## src/rtl/plus_kbd_responder.sv

```systemverilog
// Mac Plus keyboard protocol engine: buffers MCU key events and answers
// Instant/Inquiry/Model/Test commands from the VIA shifter with reply bytes.
module plus_kbd_responder #(
    parameter int          FIFO_AW     = 3,
    parameter int          INQ_TIMEOUT = 2000000,
    parameter logic [7:0]  MODEL_ID    = 8'h0B
) (
    input  logic        clk,
    input  logic        _reset,
    input  logic        en,
    input  logic        kbd_strobe,
    input  logic [9:0]  kbd_data,
    input  logic [7:0]  data_out,
    input  logic        strobe_out,
    output logic [7:0]  data_in,
    output logic        strobe_in,
    output logic        kbd_overflow
);

    localparam int DEPTH = 1 << FIFO_AW;
    localparam int CNT_W = FIFO_AW + 1;
    localparam int TMO_W = $clog2(INQ_TIMEOUT + 1);
    localparam logic [TMO_W-1:0] TMO_LAST = TMO_W'(INQ_TIMEOUT - 1);

    localparam logic [7:0] CMD_INQUIRY = 8'h10;
    localparam logic [7:0] CMD_INSTANT = 8'h14;
    localparam logic [7:0] CMD_MODEL   = 8'h16;
    localparam logic [7:0] CMD_TEST    = 8'h36;
    localparam logic [7:0] RPL_NULL    = 8'h7B;
    localparam logic [7:0] RPL_KEYPAD  = 8'h79;
    localparam logic [7:0] RPL_TEST    = 8'h7D;

    typedef enum logic [1:0] {S_IDLE, S_INQ_WAIT, S_REPLY} state_t;

    state_t               r_state, w_state_next;
    logic [8:0]           r_fifo [0:DEPTH-1];
    logic [FIFO_AW-1:0]   r_wr_ptr, r_rd_ptr;
    logic [CNT_W-1:0]     r_count;
    logic                 r_prefix, w_prefix_next;
    logic                 r_overflow;
    logic [TMO_W-1:0]     r_cnt, w_cnt_next;
    logic                 r_strobe_last, r_armed;
    logic [7:0]           r_data_in;
    logic                 r_strobe_in;
    logic                 r_pend_valid, w_pend_valid_next;
    logic [7:0]           r_pend_cmd, w_pend_cmd_next;

    logic                 w_event, w_full, w_empty, w_push, w_pop, w_flush;
    logic [8:0]           w_head;
    logic                 w_head_is_prefix;
    logic [7:0]           w_head_byte;
    logic                 w_cmd_valid;
    logic [7:0]           w_cmd;
    logic                 w_reply_valid;
    logic [7:0]           w_reply_byte;

    assign w_event = r_armed && (kbd_strobe != r_strobe_last);
    assign w_full  = (r_count == CNT_W'(DEPTH));
    assign w_empty = (r_count == '0);
    assign w_push  = w_event && !w_full && !w_flush;

    // Stored entry layout: {keypad, release, code[6:0]}
    assign w_head           = r_fifo[r_rd_ptr];
    assign w_head_is_prefix = w_head[8] && !r_prefix;
    assign w_head_byte      = w_head_is_prefix ? RPL_KEYPAD : {w_head[7], w_head[6:1], 1'b1};

    // A command caught during REPLY is replayed from IDLE one tick later
    assign w_cmd_valid = strobe_out || r_pend_valid;
    assign w_cmd       = strobe_out ? data_out : r_pend_cmd;

    always_comb begin
        w_state_next      = r_state;
        w_prefix_next     = r_prefix;
        w_cnt_next        = r_cnt;
        w_pend_valid_next = r_pend_valid;
        w_pend_cmd_next   = r_pend_cmd;
        w_reply_valid     = 1'b0;
        w_reply_byte      = r_data_in;
        w_pop             = 1'b0;
        w_flush           = 1'b0;

        if (r_state == S_REPLY) begin
            w_state_next = S_IDLE;
            if (strobe_out) begin
                w_pend_valid_next = 1'b1;
                w_pend_cmd_next   = data_out;
            end
        end else if (w_cmd_valid) begin
            w_pend_valid_next = 1'b0;
            w_state_next      = S_IDLE;
            case (w_cmd)
                CMD_INSTANT, CMD_INQUIRY: begin
                    if (!w_empty) begin
                        w_reply_valid = 1'b1;
                        w_reply_byte  = w_head_byte;
                        w_pop         = !w_head_is_prefix;
                        w_prefix_next = w_head_is_prefix;
                    end else if (w_cmd == CMD_INSTANT) begin
                        w_reply_valid = 1'b1;
                        w_reply_byte  = RPL_NULL;
                    end else begin
                        w_state_next = S_INQ_WAIT;
                        w_cnt_next   = '0;
                    end
                end
                CMD_MODEL: begin
                    w_reply_valid = 1'b1;
                    w_reply_byte  = MODEL_ID;
                    w_flush       = 1'b1;
                    w_prefix_next = 1'b0;
                end
                CMD_TEST: begin
                    w_reply_valid = 1'b1;
                    w_reply_byte  = RPL_TEST;
                end
                default: ;
            endcase
        end else if (r_state == S_INQ_WAIT) begin
            w_cnt_next = r_cnt + 1'b1;
            if (!w_empty) begin
                w_reply_valid = 1'b1;
                w_reply_byte  = w_head_byte;
                w_pop         = !w_head_is_prefix;
                w_prefix_next = w_head_is_prefix;
            end else if (r_cnt == TMO_LAST) begin
                w_reply_valid = 1'b1;
                w_reply_byte  = RPL_NULL;
            end
        end

        if (w_reply_valid) begin
            w_state_next = S_REPLY;
        end
    end

    always_ff @(posedge clk or negedge _reset) begin
        if (!_reset) begin
            r_state      <= S_IDLE;
            r_prefix     <= 1'b0;
            r_cnt        <= '0;
            r_pend_valid <= 1'b0;
            r_pend_cmd   <= 8'h00;
            r_data_in    <= 8'h00;
            r_strobe_in  <= 1'b0;
        end else if (en) begin
            r_state      <= w_state_next;
            r_prefix     <= w_prefix_next;
            r_cnt        <= w_cnt_next;
            r_pend_valid <= w_pend_valid_next;
            r_pend_cmd   <= w_pend_cmd_next;
            r_strobe_in  <= w_reply_valid;
            if (w_reply_valid) begin
                r_data_in <= w_reply_byte;
            end
        end
    end

    // First clock after reset only samples the strobe level, so no event is taken
    always_ff @(posedge clk or negedge _reset) begin
        if (!_reset) begin
            r_armed       <= 1'b0;
            r_strobe_last <= 1'b0;
        end else if (!r_armed) begin
            r_armed       <= 1'b1;
            r_strobe_last <= kbd_strobe;
        end else if (en) begin
            r_strobe_last <= kbd_strobe;
        end
    end

    always_ff @(posedge clk or negedge _reset) begin
        if (!_reset) begin
            r_wr_ptr   <= '0;
            r_rd_ptr   <= '0;
            r_count    <= '0;
            r_overflow <= 1'b0;
        end else if (en) begin
            if (w_flush) begin
                r_wr_ptr   <= '0;
                r_rd_ptr   <= '0;
                r_count    <= '0;
                r_overflow <= 1'b0;
            end else begin
                if (w_pop) begin
                    r_rd_ptr <= r_rd_ptr + 1'b1;
                end
                if (w_push) begin
                    r_wr_ptr <= r_wr_ptr + 1'b1;
                end
                r_count <= r_count + CNT_W'(w_push) - CNT_W'(w_pop);
                if (w_event && w_full) begin
                    r_overflow <= 1'b1;
                end
            end
        end
    end

    always_ff @(posedge clk) begin
        if (en && w_push) begin
            r_fifo[r_wr_ptr] <= {kbd_data[9], kbd_data[8], kbd_data[6:0]};
        end
    end

    assign data_in      = r_data_in;
    assign strobe_in    = r_strobe_in;
    assign kbd_overflow = r_overflow;

endmodule
```

## config.mk

```make
export PLATFORM = sky130hd
export DESIGN_NAME = plus_kbd_responder
export DESIGN_NICKNAME = d
export VERILOG_FILES = /design/src/rtl/plus_kbd_responder.sv
export SDC_FILE = /design/constraint.sdc
export NUM_CORES = 1
export LEC_CHECK = 0
export BUFFER_PORTS_ARGS = -buffer_cell sky130_fd_sc_hd__buf_4
export CAP_MARGIN = 0
export CORE_ASPECT_RATIO = 1.25
export CORE_UTILIZATION = 45
export DETAILED_ROUTE_END_ITERATION = 6
export GPL_TIMING_DRIVEN = 0
export HOLD_SLACK_MARGIN = 0.05
export SLEW_MARGIN = 15
export SYNTH_ARGS = -nofsm -noshare
export SYNTH_HDL_FRONTEND = slang
export SYNTH_SLANG_ARGS = --single-unit
```

## constraint.sdc

```tcl
create_clock -name clk -period 3.95 [get_ports clk]
set_clock_uncertainty 0.1 [all_clocks]
set_input_delay 0.395 -clock clk [delete_from_list [all_inputs] [get_ports clk]]
set_output_delay 0.395 -clock clk [all_outputs]
set_load 0.005 [all_outputs]
```

==> metrics <==
outcome complete, no violations; Bufs and invs on worst path 2; final core utilization 0.5457; R2R depth 12; synth unique cells 66; grt ovf 0; Worst path most repeated cell ha_1; Initial Util 0.4609; Synth Cell Area 0.005605 mm²; CP top delay family adder cells; FFs w/ async S/R, synth 0.4622; Leak 2.576 nW; total track usage 0.2013; worst-skew pair later-pin latency 0.41 ns; Ys Warns 0; crit-path cells clkbuf_1, mux4_2, nand2b_1, a21oi_2, o21a_2, ha_1, inv_1, ha_1, fa_1, xor2_1, nand3_1, o21ai_0; Post-DP HPWL 8091 µm; CP Launch Point r_rd_ptr[1]; FMAX 310.6 MHz; Slew HR 0.3862; Synth Net Count 479; cts bufs inserted 17; ys flop type edfxtp_1; vias per cell 5.478; WHS Path Cells 1; Worst-path clk slew 0.05 ns; Crit path required time 4.12 ns; WL final 11600 µm; Initial DRT Pass Iterations 4; Syn Inst Count 446; r2r endpoint r_count[2]; Port Buffers 30; Vias 3687; # diodes 0; CP Class reg2reg; syn avg cell area 12.57 µm²; Data arrival, critical path 3.39 ns; setup TNS 0 ns; worst vdd ir 432.2 µV; vias in the first global route 3813; Clock Tree Buf Depth 2; sequential-to-total area share from yosys stat 0.5884; reg2reg setup slack 0.73 ns; HP Start kbd_data[6]; number of H-tree levels 4; Crit. End Element flop; startpoint types flop; DR WL/cell 17.23 µm; Final Max Tran Viols 0; Max-Cap Viols 0; CP max FO 9; power density cells 624.0 mW/mm²; worst-margin pin slew 0.9173 ns; final count of negative-setup-slack endpoints 0; initial antenna violation count 0; layout cells sized above 1 0.2102; Hold Crit Class in2reg; FF+latch count, synth 119; post-detailed-route DRC marker count 0; CTS tree yes; Ports 33; Slowest cell on crit path clkbuf_1; Root Buffer clkbuf_16; RD Place Congestion 0.7792; die footprint 0.01291 mm²; DRC marker count from the first detailed-route iteration 185; site row count 45; FF-to-FF Start r_rd_ptr[1]; nets@finish 531; fin crit period 3.219 ns; Area Growth Syn to Fin 18.39%; hold path endpoint r_fifo[2][6]; Core Footprint 0.01216 mm²; Final period util 0.8150; RSZ-0062 raised after global routing no; DRT antenna net count 0; Die H 126.8 µm; Die X-Extent 101.8 µm; count of clock tree sinks 119; Final Hold Viols 0; worst stage delay on the critical path 0.41 ns; Pwr Total 4.141 mW; largest net degree at the start of global routing 56; first-pass GRT wire length 19110 µm; Post-synth EDFFs 64
-- stage by stage --
stage / std cells / setup WS, ns / hold slack (ns) / cell area (µm²)
after global routing: 673 / 0.4922 / 0.1083 / 6636
after global placement: 640 / 0.5250 / 0.3526 / 6036
after CTS: 673 / 0.6736 / 0.09700 / 6636
after detailed placement: 642 / 0.6783 / 0.3611 / 6061
final: 673 / 0.7306 / 0.1141 / 6636
after floorplan: 446 / 1.126 / -0.0005911 / 5605
-- synth_stat cells, drive strengths merged (2+ instances only) --
master	n	area (µm²)
mux2i	6	60.06
a21oi	20	103.9
edfxtp	64	1922
and2	3	18.77
a22o	4	35.03
clkbuf	9	33.78
ha	9	112.6
nor2	38	142.6
mux2	9	101.4
o21a	3	23.77
buf	8	46.29
or2	3	18.77
nand4	13	81.33
or3	2	12.51
nand4b	2	17.52
dfrtp	55	1376
xnor2	3	26.28
nor2b	5	31.28
and4b	2	20.02
xor2	15	131.4
nand2b	4	25.02
a221oi	2	23.77
nand3	20	100.1
inv	11	41.29
nor3	9	50.05
a31o	4	35.03
o31ai	2	28.78
nand2	38	145.1
nor3b	5	37.54
a21o	2	15.01
mux4	15	337.8
nor4	3	18.77
o21ai	23	115.1
a31oi	2	12.51
and3	6	37.54
nor4b	5	73.83
and4	3	26.28
a22oi	2	20.02
-- layer usage --
layer | wire [µm] | global-route usage
met2 | 6026 | 0.3374
met1 | 4942 | 0.2489
met4 | 196 | 0.08403
met5 | 0 | 0
met3 | 431 | 0.04573
-- how the worst max path moves through the flow --
stage                    to  cells after the start
5_1_grt          r_count[3]                     13
4_1_cts          r_count[2]                     12
2_1_floorplan    r_count[2]                     12
3_5_place_dp     r_count[2]                     12
3_3_place_gp   r_fifo[0][4]                      9
6_report         r_count[2]                     12
-- sequential cells by signal (all words and copies together) (netlist names) --
name and count:
data_in 8, strobe_in 1, r_pend_cmd 8, r_fifo 64, r_cnt 21, r_armed 1
kbd_overflow 1, r_rd_ptr 3, r_prefix 1, r_pend_valid 1, r_state 2, r_strobe_last 1
r_count 4, r_wr_ptr 3
-- timing repair --
item                                   CTS  global route
gates resized for setup                  0             0
endpoints found under the hold margin   55             0
hold buffers                             1             0
buffers inserted                         0             0
-- cell type report --
class	count	area (µm²)
fillers	1038	5525
repair buffers	33	250.2
well taps	164	205.2
multi-input cells	298	2192
clock buffers	18	429.2
flip-flops and latches	119	3298
clock inverters	12	136.4
inverters	12	45.04
plain buffers	17	80.08
-- cells in the final DEF (no fill, tap or decap), types with 3 or more instances in the layout --
cell and instances:
clkinv_2 3, nor3b_1 5, edfxtp_1 64, nand4_1 13, nor2_1 38, o21ai_0 21, buf_2 7, and3_1 6
xor2_1 15, buf_4 32, nand2_1 37, inv_1 11, nand2b_1 4, a21oi_1 19, nor3_2 3, nor2b_1 5
nor3_1 6, and2_1 3, mux4_2 15, nor4_1 3, bufinv_16 3, ha_1 9, clkbuf_1 10, nor4b_1 3
clkinv_1 5, mux2_2 9, and4_1 3, mux2i_1 6, a31o_2 4, nand3_1 20, a22o_1 4, clkbuf_16 17
dfrtp_1 55, xnor2_1 3
-- power by group --
group	internal, mW	leakage [nW]	switching [mW]	total [mW]
registers	1.50	1.26	0.163	1.67
clock network	0.969	0.275	0.506	1.48
logic	0.495	1.04	0.505	0.999
-- kinds of logic after synthesis --
logic type | Yosys count | share of synthesized area
XOR/XNOR | 18 | 0.02813
other | 1 | 0.0006690
AND/OR/NAND/NOR | 164 | 0.1578
flip-flops | 119 | 0.5884
adder cells (fa/ha/maj) | 10 | 0.02366
multiplexers | 30 | 0.08906
AO/OA/AOI/OAI | 75 | 0.08996
buffers and inverters | 29 | 0.02232
Power figures use the tool's default switching activity.
